--- src/rtl/flt_seq_pkg.sv ---
// Shared types and defaults for the float-converter memory sequencer.
// State encoding plus default operand/result addresses and data width.
package flt_seq_pkg;

   localparam int unsigned DATA_W = 16;

   localparam logic [7:0] SRC_ADDR_DEF = 8'd64;
   localparam logic [7:0] DST_ADDR_DEF = 8'd66;

   typedef enum logic [3:0] {
      ST_IDLE,
      ST_RD_HI,
      ST_RD_LO,
      ST_LD_WAIT,
      ST_OFFER,
      ST_WAIT_RES,
      ST_WR_HI,
      ST_WR_LO,
      ST_DONE
   } state_t;

endpackage

--- src/rtl/flt_mem_seq.sv ---
// Fetches a half-precision operand from byte memory, hands it to the
// converter, writes the integer result back; watchdog aborts stalls.
module flt_mem_seq
   import flt_seq_pkg::*;
#(
   parameter logic [7:0] SRC_ADDR    = SRC_ADDR_DEF,
   parameter logic [7:0] DST_ADDR    = DST_ADDR_DEF,
   parameter int         TIMEOUT_CYC = 64
) (
   input  logic              clk_i,
   input  logic              reset_i,
   input  logic              start_i,
   output logic [7:0]        mem_addr_o,
   output logic              mem_rd_o,
   output logic              mem_wr_o,
   output logic [7:0]        mem_wdata_o,
   input  logic [7:0]        mem_rdata_i,
   output logic              op_valid_o,
   input  logic              op_ready_i,
   output logic [DATA_W-1:0] op_o,
   input  logic              res_valid_i,
   output logic              res_ready_o,
   input  logic [DATA_W-1:0] res_i,
   output logic              done_o,
   output logic              err_o
);

   localparam logic [7:0] WD_LAST = 8'(TIMEOUT_CYC - 1);

   state_t            state_q, state_d;
   logic [DATA_W-1:0] op_q, op_d;
   logic [DATA_W-1:0] res_q, res_d;
   logic [7:0]        wd_q, wd_d;
   logic              done_q, done_d;
   logic              err_q, err_d;

   always_ff @(posedge clk_i) begin
      if (reset_i) begin
         state_q <= ST_IDLE;
         op_q    <= '0;
         res_q   <= '0;
         wd_q    <= '0;
         done_q  <= 1'b0;
         err_q   <= 1'b0;
      end else begin
         state_q <= state_d;
         op_q    <= op_d;
         res_q   <= res_d;
         wd_q    <= wd_d;
         done_q  <= done_d;
         err_q   <= err_d;
      end
   end

   always_comb begin
      state_d     = state_q;
      op_d        = op_q;
      res_d       = res_q;
      wd_d        = wd_q;
      done_d      = done_q;
      err_d       = err_q;
      mem_addr_o  = '0;
      mem_rd_o    = 1'b0;
      mem_wr_o    = 1'b0;
      mem_wdata_o = '0;
      op_valid_o  = 1'b0;
      res_ready_o = 1'b0;
      unique case (state_q)
         ST_IDLE, ST_DONE: begin
            if (start_i) begin
               state_d = ST_RD_HI;
               done_d  = 1'b0;
               err_d   = 1'b0;
               wd_d    = '0;
            end
         end
         ST_RD_HI: begin
            mem_addr_o = SRC_ADDR;
            mem_rd_o   = 1'b1;
            state_d    = ST_RD_LO;
         end
         ST_RD_LO: begin
            mem_addr_o = SRC_ADDR + 8'd1;
            mem_rd_o   = 1'b1;
            op_d[15:8] = mem_rdata_i;
            state_d    = ST_LD_WAIT;
         end
         ST_LD_WAIT: begin
            op_d[7:0] = mem_rdata_i;
            wd_d      = '0;
            state_d   = ST_OFFER;
         end
         // A handshake on the watchdog's last cycle takes priority.
         ST_OFFER: begin
            op_valid_o = 1'b1;
            wd_d       = wd_q + 8'd1;
            if (op_ready_i) begin
               state_d = ST_WAIT_RES;
            end else if (wd_q == WD_LAST) begin
               state_d = ST_DONE;
               done_d  = 1'b1;
               err_d   = 1'b1;
            end
         end
         ST_WAIT_RES: begin
            res_ready_o = 1'b1;
            wd_d        = wd_q + 8'd1;
            if (res_valid_i) begin
               res_d   = res_i;
               state_d = ST_WR_HI;
            end else if (wd_q == WD_LAST) begin
               state_d = ST_DONE;
               done_d  = 1'b1;
               err_d   = 1'b1;
            end
         end
         ST_WR_HI: begin
            mem_addr_o  = DST_ADDR;
            mem_wr_o    = 1'b1;
            mem_wdata_o = res_q[15:8];
            state_d     = ST_WR_LO;
         end
         ST_WR_LO: begin
            mem_addr_o  = DST_ADDR + 8'd1;
            mem_wr_o    = 1'b1;
            mem_wdata_o = res_q[7:0];
            state_d     = ST_DONE;
            done_d      = 1'b1;
         end
         default: state_d = ST_IDLE;
      endcase
   end

   assign op_o   = op_q;
   assign done_o = done_q;
   assign err_o  = err_q;

endmodule

--- config.mk ---
export PLATFORM = sky130hd
export DESIGN_NAME = flt_mem_seq
export DESIGN_NICKNAME = d
export VERILOG_FILES = /design/src/rtl/flt_seq_pkg.sv /design/src/rtl/flt_mem_seq.sv
export SDC_FILE = /design/constraint.sdc
export NUM_CORES = 1
export LEC_CHECK = 0
export ABC_AREA = 1
export CORE_MARGIN = 2
export CORE_UTILIZATION = 45
export DETAILED_ROUTE_END_ITERATION = 8
export GPL_ROUTABILITY_DRIVEN = 0
export PLACE_DENSITY_LB_ADDON = 0.3
export REMOVE_ABC_BUFFERS = 1
export SLEW_MARGIN = 20
export SYNTH_ARGS = -nofsm -noshare
export SYNTH_HDL_FRONTEND = slang
export SYNTH_SLANG_ARGS = --single-unit
--- constraint.sdc ---
create_clock -name clk_i -period 3.69 [get_ports clk_i]
set_input_delay 0.369 -clock clk_i [delete_from_list [all_inputs] [get_ports clk_i]]
set_output_delay 0.369 -clock clk_i [all_outputs]
set_load 0.02 [all_outputs]
* Word-level counts from Yosys, hierarchy flattened
Index checks and enable logic that the tools add are counted.
** Word-level totals
- Register bits :: 46
- Word-level logic and storage cells :: 54
- Output and inout port bits :: 38
** Operators by class
- Multiplexer cells :: 22
- Reduce and logical (&&, ||, !) cells :: 12
- Add/sub/neg operators :: 1
- Equal/unequal tests :: 12
** Operator list (number)
- one-hot mux 4 bit (8 select lines) :: 1
- one-hot mux 7 bit (4 select lines) :: 1
- one-hot mux 8 bit (3 select lines) :: 1
- equality test 4 x 3 -> 1 bit (second input constant) :: 4
- 2-to-1 mux 4 bit :: 4
- one-hot mux 8 bit (2 select lines) :: 1
- 2-to-1 mux 1 bit :: 11
- adder 8 x 1 -> 8 bit (second input constant) :: 1
- equality test 4 x 2 -> 1 bit (second input constant) :: 2
- equality test 8 x 6 -> 1 bit (second input constant) :: 1
- 2-to-1 mux 8 bit :: 1
- AND reduction 4 bit :: 2
- OR reduction 2 bit :: 4
- != test 2 bit (second input constant) :: 3
- nonzero test 3 bit :: 2
- equality test 4 x 1 -> 1 bit (second input constant) :: 1
- equality test 4 bit (second input constant) :: 1
- zero test 4 bit :: 1
- one-hot mux 1 bit (4 select lines) :: 1
- AND reduction 2 bit :: 2
- nonzero test 4 bit :: 1
- one-hot mux 1 bit (3 select lines) :: 1

* Longest topological paths before layout
Gate-level depths: netlist of the first run.
- Word-level depth :: 4
- Gate-level depth with buffers :: 9
- Gate-level depth less buffers :: 9

* Worst setup path after synthesis of the first run
Ideal clock, no wire load.
- Path kind :: register to output
- Start point :: register state_q[1]
- End point :: output port mem_addr_o[6]
- Path slack :: 1.805 ns
- Cell stages (with the launch flop) :: 7
- Data arrival time :: 1.516 ns
- Cell sequence :: dfxtp_1 -> buf_6 -> nand2_1 -> inv_2 -> nor3_1 -> inv_1 -> o21ai_0
** On the way
- Word-level cells in the longest chain between the ends :: 2
- Elaborated cells between the ends (all ways) :: 5
- Those cells by class :: 4 x eq/ne; 1 x mux
** Ends and longest elaborated chain
- start, declared :: RTL line flt_mem_seq.sv:30 : state_t state_q, state_d;
- start signal, assigned :: RTL line flt_mem_seq.sv:46 : state_q <= state_d;
- equality test 4 x 3 -> 1 bit, or another cell as far along :: RTL line flt_mem_seq.sv:68 : unique case (state_q)
- one-hot mux 7 bit (4 select lines) (*) :: RTL line flt_mem_seq.sv:68
- end, declared :: RTL line flt_mem_seq.sv:13 : output logic [7:0] mem_addr_o,
Mark *: on every way between the ends. The rest lies on a longest branch, timed or not.

* Final worst setup path of the first run
- Start point :: register state_q[1]
- End point :: output port mem_wdata_o[6]
** On the way
- Word-level cells in the longest chain between the ends :: 2
- Elaborated cells between the ends (all ways) :: 3
- Those cells by class :: 2 x eq/ne; 1 x mux
** Ends and longest elaborated chain
- equality test 4 x 3 -> 1 bit :: RTL line flt_mem_seq.sv:68
- one-hot mux 8 bit (2 select lines) (*) :: RTL line flt_mem_seq.sv:68
- end, declared :: RTL line flt_mem_seq.sv:16 : output logic [7:0] mem_wdata_o,
Marked as above.

==> results.ini, run 1 <==
[sta]
finalSetupViolCount=0
tns_ns=0
rsz0062_at_grt=false
final.min_clock_period_ns=2.53
fin_crit_sh=0.685
final_hold_viol_count=0
fmax_mhz=396
holdWs_ns=0.455
tightest_slew_ns=0.826
drv_slew=0
slew_headroom=0.449
skew_ns=0.00863

[clock_network]
htree_levels=2
clk_latency_ns=0.30
numCtsBuffers=5
root_buffer=clkbuf_8
clk_path_buf_depth=2
cts_setup_buffers=0
path_clk_slew_ns=0.09
cts_tree=done
postCtsHoldBufs=0
cts.sinks=46
cts-resized-gates=0

[global_route]
use_met2=0.316
grtUsageMet1=0.233
grt_use_total=0.192
busiest_layer=met2
grt_overflow=0
grt_start_max_net_pins=36
grtUsageMet3=0.0549
grt_pass1_vias=1822
antenna_found_initial=0
grt_pass1_wl_um=7760

[power]
finalPower_w=0.00170
power.internal_w=0.00106
ir_drop_mv=0.263
p_per_area_nw_per_um2=610
seqPwrFrac=0.369
combPwrFrac=0.415
clkPwrFrac=0.215
switchingPower_w=0.000643
p_sw_frac=0.378
leakage_nw=1.09

[die]
io_pins=67
core_area_um2=4380
die_width_um=71.8
start_util=0.472
die_y_um=71.8
core.rowCount=24
dieArea_um2=5150

[routing]
wirelength_um=4640
first_pass_iters=5
viasPerCell=4.96
num_vias=1980
ant_nets=0
route.detailed.drc=0
wl_per_cell_um=11.6
drt_iter0_markers=91

[critical_path]
rr_endpoint=state_q[3]
cp_data_required_time_ns=3.32
start_kind=flip-flop
worst-endpoint-arrival_ns=2.16
ff2ff_path_depth=9
ff2ff_setup_slack_ns=1.90
crit_fanout=10
r2r-start=state_q[0]
worstSetupPathType=reg -> out
cp-end-kind=output pin

[cells_and_area]
multiInputGateArea_um2=945
area_growth_pct=34.8
seq_area_um2=921
diodes=0
drive_above_1_share=0.0951
post-route-cell-area_um2=2790
stdcell_count=399
final_nets=376
nFillCells=426

[run]
maxCapViolations=0

[logic_synthesis]
yosys.area.top_type_share=0.445
ys_types=26
synth_area_leader_cell=dfxtp_1
ys.warnings.count=0
ys_seq_area_frac=0.445
synth_common_cells=nor2_1 (47), dfxtp_1 (46), nand2_1 (38)
yosys-top-cells-area=dfxtp_1 (45%), nor2_1 (8.5%), nand2_1 (6.9%)
synthCells=287
synth_edf_count=0
avgSynthCellArea_um2=7.21
yosysMostFrequentCell=nor2_1
syn_area_um2=2070
ys.flop_type=dfxtp_1
ys_ff_latch=46
async_flop_share=0

[status]
outcome=completed

[placement]
place_area_um2=2680
hpwlAfterDp_um=3250
dp_cells=391
port_buffers=61

[worst_hold_path]
holdPathStages=2
min_from=res_q[11]
min_to=res_q[11]
hold_path_class=reg -> reg

[registers in the layout, summed over array words and instances, names as in the netlist]
name and flops:
err_o 1, res_q 16, state_q 4, op_o 16
wd_q 8, done_o 1
[final cells by class]
cell class / instances / share of cell area
inverters: 37 / 0.0498
multi-input cells: 195 / 0.339
clock inverters: 3 / 0.0144
clock buffers: 5 / 0.0247
repair buffers: 61 / 0.219
flip-flops and latches: 46 / 0.330
well taps: 52 / 0.0233
[per-stage QoR]
step           utilization  setup slack, ns
3_5_place_dp         0.611             1.48
5_1_grt              0.636             1.06
6_report             0.636             1.16
2_1_floorplan            -             1.80
4_1_cts              0.636             1.17
3_3_place_gp         0.611             1.51
[cells by family after synthesis]
logic type                 Yosys count  share of synthesized area
AOI/OAI and AO/OA                   72                      0.188
adders and majority gates            1                    0.00605
buffers and inverters               50                      0.105
DFF                                 46                      0.445
other                                1                    0.00181
and+or+nand+nor                    117                      0.254
[power by group through the flow]
stage	combinational, W	clock (W)	sequential [W]
after floorplan	0.000377	0	0.000694
after global placement	0.000697	0	0.000639
after detailed placement	0.000703	0	0.000640
after CTS	0.000713	0.000374	0.000629
after global routing	0.000776	0.000390	0.000639
final	0.000706	0.000366	0.000628
[layout by cell type (no fill, tap or decap), types with 8 or more instances in the layout]
cell	n
clkdlybuf4s50_1	61
inv_1	30
o22ai_1	8
nand2_1	38
a21oi_1	27
o21ai_1	13
nor2_1	47
nand3_1	13
dfxtp_1	46
o21ai_0	20
[routing by layer]
| layer | wire (um) | vias up |
|---|---|---|
| li1 | - | 1035 |
| met1 | 2030 | 868 |
| met2 | 2130 | 71 |
| met3 | 422 | 6 |
| met4 | 59 | 0 |
| met5 | 0 | - |
[critical path, stage by stage, from the launching register on]
cell,delay (ns)
dfxtp_1,0.55
nand2_1,0.18
inv_2,0.09
nand2_2,0.16
o22ai_1,0.23
clkdlybuf4s50_1,0.64
[how the worst max path moves through the flow]
stage,start,endpoint
2_1_floorplan,state_q[1],mem_addr_o[6]
3_3_place_gp,state_q[1],mem_wdata_o[6]
3_5_place_dp,reset_i,res_q[15]
4_1_cts,state_q[1],mem_wdata_o[7]
5_1_grt,state_q[1],mem_wdata_o[6]
6_report,state_q[1],mem_wdata_o[6]
Note: power is estimated with default switching activity, not from simulation.
==> run 2, diff against run 1 <==
CORE_UTILIZATION = 41   (was 45)
clock period = 2.3 ns   (was 3.69 ns; I/O delays follow)
==> results.ini, run 2 (synthesis results as in run 1) <==
[cells_and_area]
final_nets=380
fin_util=0.588
diodes=0
post-route-cell-area_um2=2820
layout_common_cells=clkdlybuf4s50_1 (57), nor2_1 (47), dfxtp_1 (45)
seq_area_um2=922
layout_commonest_cell=clkdlybuf4s50_1
nFillCells=474
drive_above_1_share=0.100
area_growth_pct=36.2
multiInputGateArea_um2=945

[critical_path]
worst-endpoint-arrival_ns=1.96
crit_fanout=10
critPathTopFamily=buffers and inverters
cpPeakStageDelay_ns=0.63
cp_data_required_time_ns=2.07
worstSetupPathType=reg -> out
start_kind=flip-flop
critPathLaunch=state_q[1]
path_buf_inv=2
cp-end-kind=output pin
crit_chain=nand2_1 -> inv_2 -> nand2_2 -> o22ai_1 -> clkdlybuf4s50_1
slowest_stage=clkdlybuf4s50_1
r2r-start=wd_q[0]

[routing]
ant_nets=0
route.detailed.drc=0
drt_iter0_markers=78
viasPerCell=4.65
wirelength_um=4790
first_pass_iters=4
num_vias=1941
wl_per_cell_um=11.5

[sta]
final.min_clock_period_ns=2.19
finalSetupViolCount=0
fmax_mhz=457
tns_ns=0
rsz0062_at_grt=false
fin_crit_sh=0.951
drv_slew=0
skew_ns=0.00607
final_hold_viol_count=0

[power]
p_per_area_nw_per_um2=930
clkPwrFrac=0.177
ir_drop_mv=0.472
power.internal_w=0.00160
leakage_nw=1.17
combPwrFrac=0.438
p_sw_frac=0.389
seqPwrFrac=0.385
switchingPower_w=0.00102

[placement]
hpwlAfterDp_um=3370
place_area_um2=2730
port_buffers=61

[clock_network]
postCtsHoldBufs=0
cts_setup_buffers=0
clk_path_buf_depth=2
cts.sinks=46
htree_levels=2
cts_tree=done
path_clk_slew_ns=0.07
root_buffer=clkbuf_8
numCtsBuffers=5
clk_latency_ns=0.29

[die]
start_util=0.432
dieArea_um2=5630
die_y_um=75.0
core.rowCount=25
die_width_um=75.0
io_pins=67
core_area_um2=4790

[worst_hold_path]
min_from=res_q[0]
hold_path_class=reg -> reg

[global_route]
grt_pass1_vias=1775
grt_start_max_net_pins=36
antenna_found_initial=0
grt_overflow=0
grt_use_total=0.184
grt_pass1_wl_um=7930

[status]
outcome=completed

[run]
maxCapViolations=0

-- run 2: cell types whose count changed in the layout (fill, tap and decap cells not counted), sizes merged --
cell           before  now
buf                 0    4
clkdlybuf4s50      61   57
clkinv              2    0
clkbuf              5    7
dlymetal6s2s        0    4
bufinv              1    0
-- run 2: metal layers --
| metal | routed length (um) | GRT usage |
|---|---|---|
| met1 | 2210 | 0.224 |
| met2 | 2250 | 0.315 |
| met3 | 271 | 0.0509 |
| met4 | 63 | 0.0615 |
| met5 | 0 | 0 |
-- run 2: what timing repair did --
| item | CTS | global route |
|---|---|---|
| setup endpoints to repair | 8 | 4 |
| hold endpoints to repair | 0 | 0 |
| resized for setup | 1 | 4 |
-- run 2: final timing paths --
kind	to	slack (ns)	cells after the start
setup / recovery	mem_wdata_o[6]	0.11	5
hold reg to reg	res_q[0]	0.46	2
setup reg to reg	state_q[2]	0.86	8
hold / removal	res_q[0]	0.46	2
-- run 2: per-stage QoR --
step	instances	hold slack (ns)	power [W]	setup slack, ns
6_report	417	0.455	0.00262	0.113
5_1_grt	417	0.482	0.00278	0.00466
4_1_cts	417	0.455	0.00264	0.0717
3_5_place_dp	410	0.443	0.00218	0.274
3_3_place_gp	410	0.444	0.00216	0.346
2_1_floorplan	278	0.299	0.00172	0.548
-- run 2: power groups by stage --
stage / clock network (W) / registers [W] / logic, W
2_1_floorplan: 0 / 0.00111 / 0.000606
3_3_place_gp: 0 / 0.00102 / 0.00114
3_5_place_dp: 0 / 0.00102 / 0.00115
4_1_cts: 0.000475 / 0.00101 / 0.00116
5_1_grt: 0.000502 / 0.00102 / 0.00126
6_report: 0.000464 / 0.00101 / 0.00115
-- run 2: area by class of cell --
| class | instances | area share |
|---|---|---|
| flip-flops and latches | 46 | 0.327 |
| repair buffers | 65 | 0.231 |
| multi-input cells | 195 | 0.335 |
| clock buffers | 7 | 0.0271 |
| well taps | 67 | 0.0298 |
| inverters | 37 | 0.0493 |
-- run 2: worst reg2reg max path: stages (launching register included) --
cell and delay, ns:
dfxtp_1 0.38, ha_1 0.24, inv_1 0.06, nor2_1 0.23, nand2_1 0.14, nand2_1 0.08
nand3_1 0.06, nor2_1 0.10, nor2_1 0.04
==> patch, RTL diff (config.mk and constraints of run 2) <==
Put one more register stage on the output `err_o`, with the module's reset. The value now appears one clock later. The other outputs are not delayed to match.
--- a/src/rtl/flt_mem_seq.sv
+++ b/src/rtl/flt_mem_seq.sv
@@ -134,5 +134,11 @@
    assign op_o   = op_q;
    assign done_o = done_q;
-   assign err_o  = err_q;
+   always_ff @(posedge clk_i) begin
+      if (reset_i) begin
+         err_o <= '0;
+      end else begin
+         err_o <= err_q;
+      end
+   end
 
 endmodule
Behaviour: no difference found for any inputs over 10 cycles, from zero or initial values and one cycle with reset_i high; that may be too few to reach the edited logic, so the function may still have changed.
==> patch against run 2 <==
  * First-iteration DRC count grew 51%
  * Critical endpoint is now res_ready_o
  * Synthesized cell count grew 4.5%
  * Sequential share of layout area shrank 0.27 points
  * Worst setup slack gained 0.039 ns
  * Wire length grew 5.2%
  * Clock power grew 3%
  * Total power shrank 0.39%
  * Sequential cell count grew 1
  * Area after synthesis grew 2.2%
  * Final area grew 2.9%
==> patch: results (changes against run 2) <==
- Status: completed
- Nets: 392 (+3.2%)
- CTS resizes: 4 (+3)
- Largest net degree at the start of global routing: 37 (+2.8%)
- Reg-to-reg critical path startpoint: state_q[2]
- Final hold slack: 0.440 ns (-0.0149 ns)
- Critical Path Fanout Max: 7 (-3)
- Total CTS buffers: 5 (unchanged)
- Worst Hold Path EP: err_o
- Final Skew: 0.00401 ns (-0.00206 ns)
- Gate Count Post-Synth: 300 (+4.5%)
- Detailed Place HPWL: 3580 um (+6.2%)
- Hold path start: err_q
- Cell area after placement: 0.00278 mm^2 (+1.8%)
- Peak supply drop: 557 uV (+18%)
- Final std cells w/o fill: 433 (+3.8%)
- Reg2reg path depth: 6 (-2)
- Register area share after synthesis: 0.445 (about the same)
- Tot GR Track Use: 0.185 (+0.00110)
- Area contributors post-synth: dfxtp_1, nor2_1, nand2_1
- Layout cell share with drive strength beyond 1: 0.0689 (-0.0311)
- Switching power: 1.02 mW (+0.50%)
- R2R setup slack: 0.64 ns (-0.22 ns)
- Reg2reg end: res_q[6]
- Post-synthesis cell type count: 27 (+3.8%)
- Adder-Cell Fraction of Synth Area: 0.00592 (-0.000132)
- Number of global-route vias before repair: 1802 (+1.5%)
- Setup WS pre-CTS: 0.183 ns (-0.0914 ns)
- Starting DRC count in detailed routing: 118 (+51%)
- Global-route wire length before repair: 8140 um (+2.7%)
- Compound-Gate Fraction of Synth Area: 0.190 (+0.00240)
-- patch: routing by layer --
| metal | up-vias | global-route usage | share of wire | routed length [um] |
|---|---|---|---|---|
| met1 | 927 | 0.240 | 0.46 | 2300 |
| met2 | 40 | 0.301 | 0.49 | 2490 |
| met5 | - | 0 | 0 | 0 |
| met4 | 0 | 0.0741 | 0.019 | 94 |
| met3 | 9 | 0.0384 | 0.033 | 164 |
| li1 | 1079 | - | - | - |
-- patch: cells by family (layout without fill, tap and decap cells) --
group | after synthesis | count (layout)
and+or+nand+nor | 123 | 123
AOI/OAI and AO/OA | 74 | 74
buffers and inverters | 54 | 113
DFF | 47 | 47
adders and majority gates | 1 | 1
other | 1 | 5
-- patch: worst max path at each step --
stage                           endpoint  slack (ns)  cells past startpoint
after floorplan                   done_o        0.83                      7
after global placement    mem_wdata_o[4]        0.24                      5
after detailed placement  mem_wdata_o[0]        0.18                      5
after CTS                 mem_wdata_o[2]       0.006                      5
after global routing       mem_addr_o[0]        0.02                      7
final                        res_ready_o        0.15                      5
-- patch: worst max-delay path, cell delays in order, from the launching register on --
cell,delay [ns]
dfxtp_1,0.44
inv_2,0.09
nor2_4,0.21
nand2_1,0.14
nor2_1,0.12
clkdlybuf4s50_1,0.63
-- patch: power groups by stage --
| stage | logic [mW] | registers [mW] | clock network [mW] |
|---|---|---|---|
| CTS | 1.11 | 1.02 | 0.491 |
| global route | 1.23 | 1.04 | 0.521 |
| global placement | 1.09 | 1.04 | 0 |
| floorplan | 0.569 | 1.13 | 0 |
| finish | 1.11 | 1.03 | 0.476 |
| detailed placement | 1.10 | 1.04 | 0 |
-- patch: area by class of cell --
type,instances,area [um^2]
clock buffer,6,72.6
multi-input combinational,203,980
tap,70,87.6
clock inverter,2,12.5
inverter,41,154
fill,490,2140
timing repair buffer,64,651
sequential,47,941
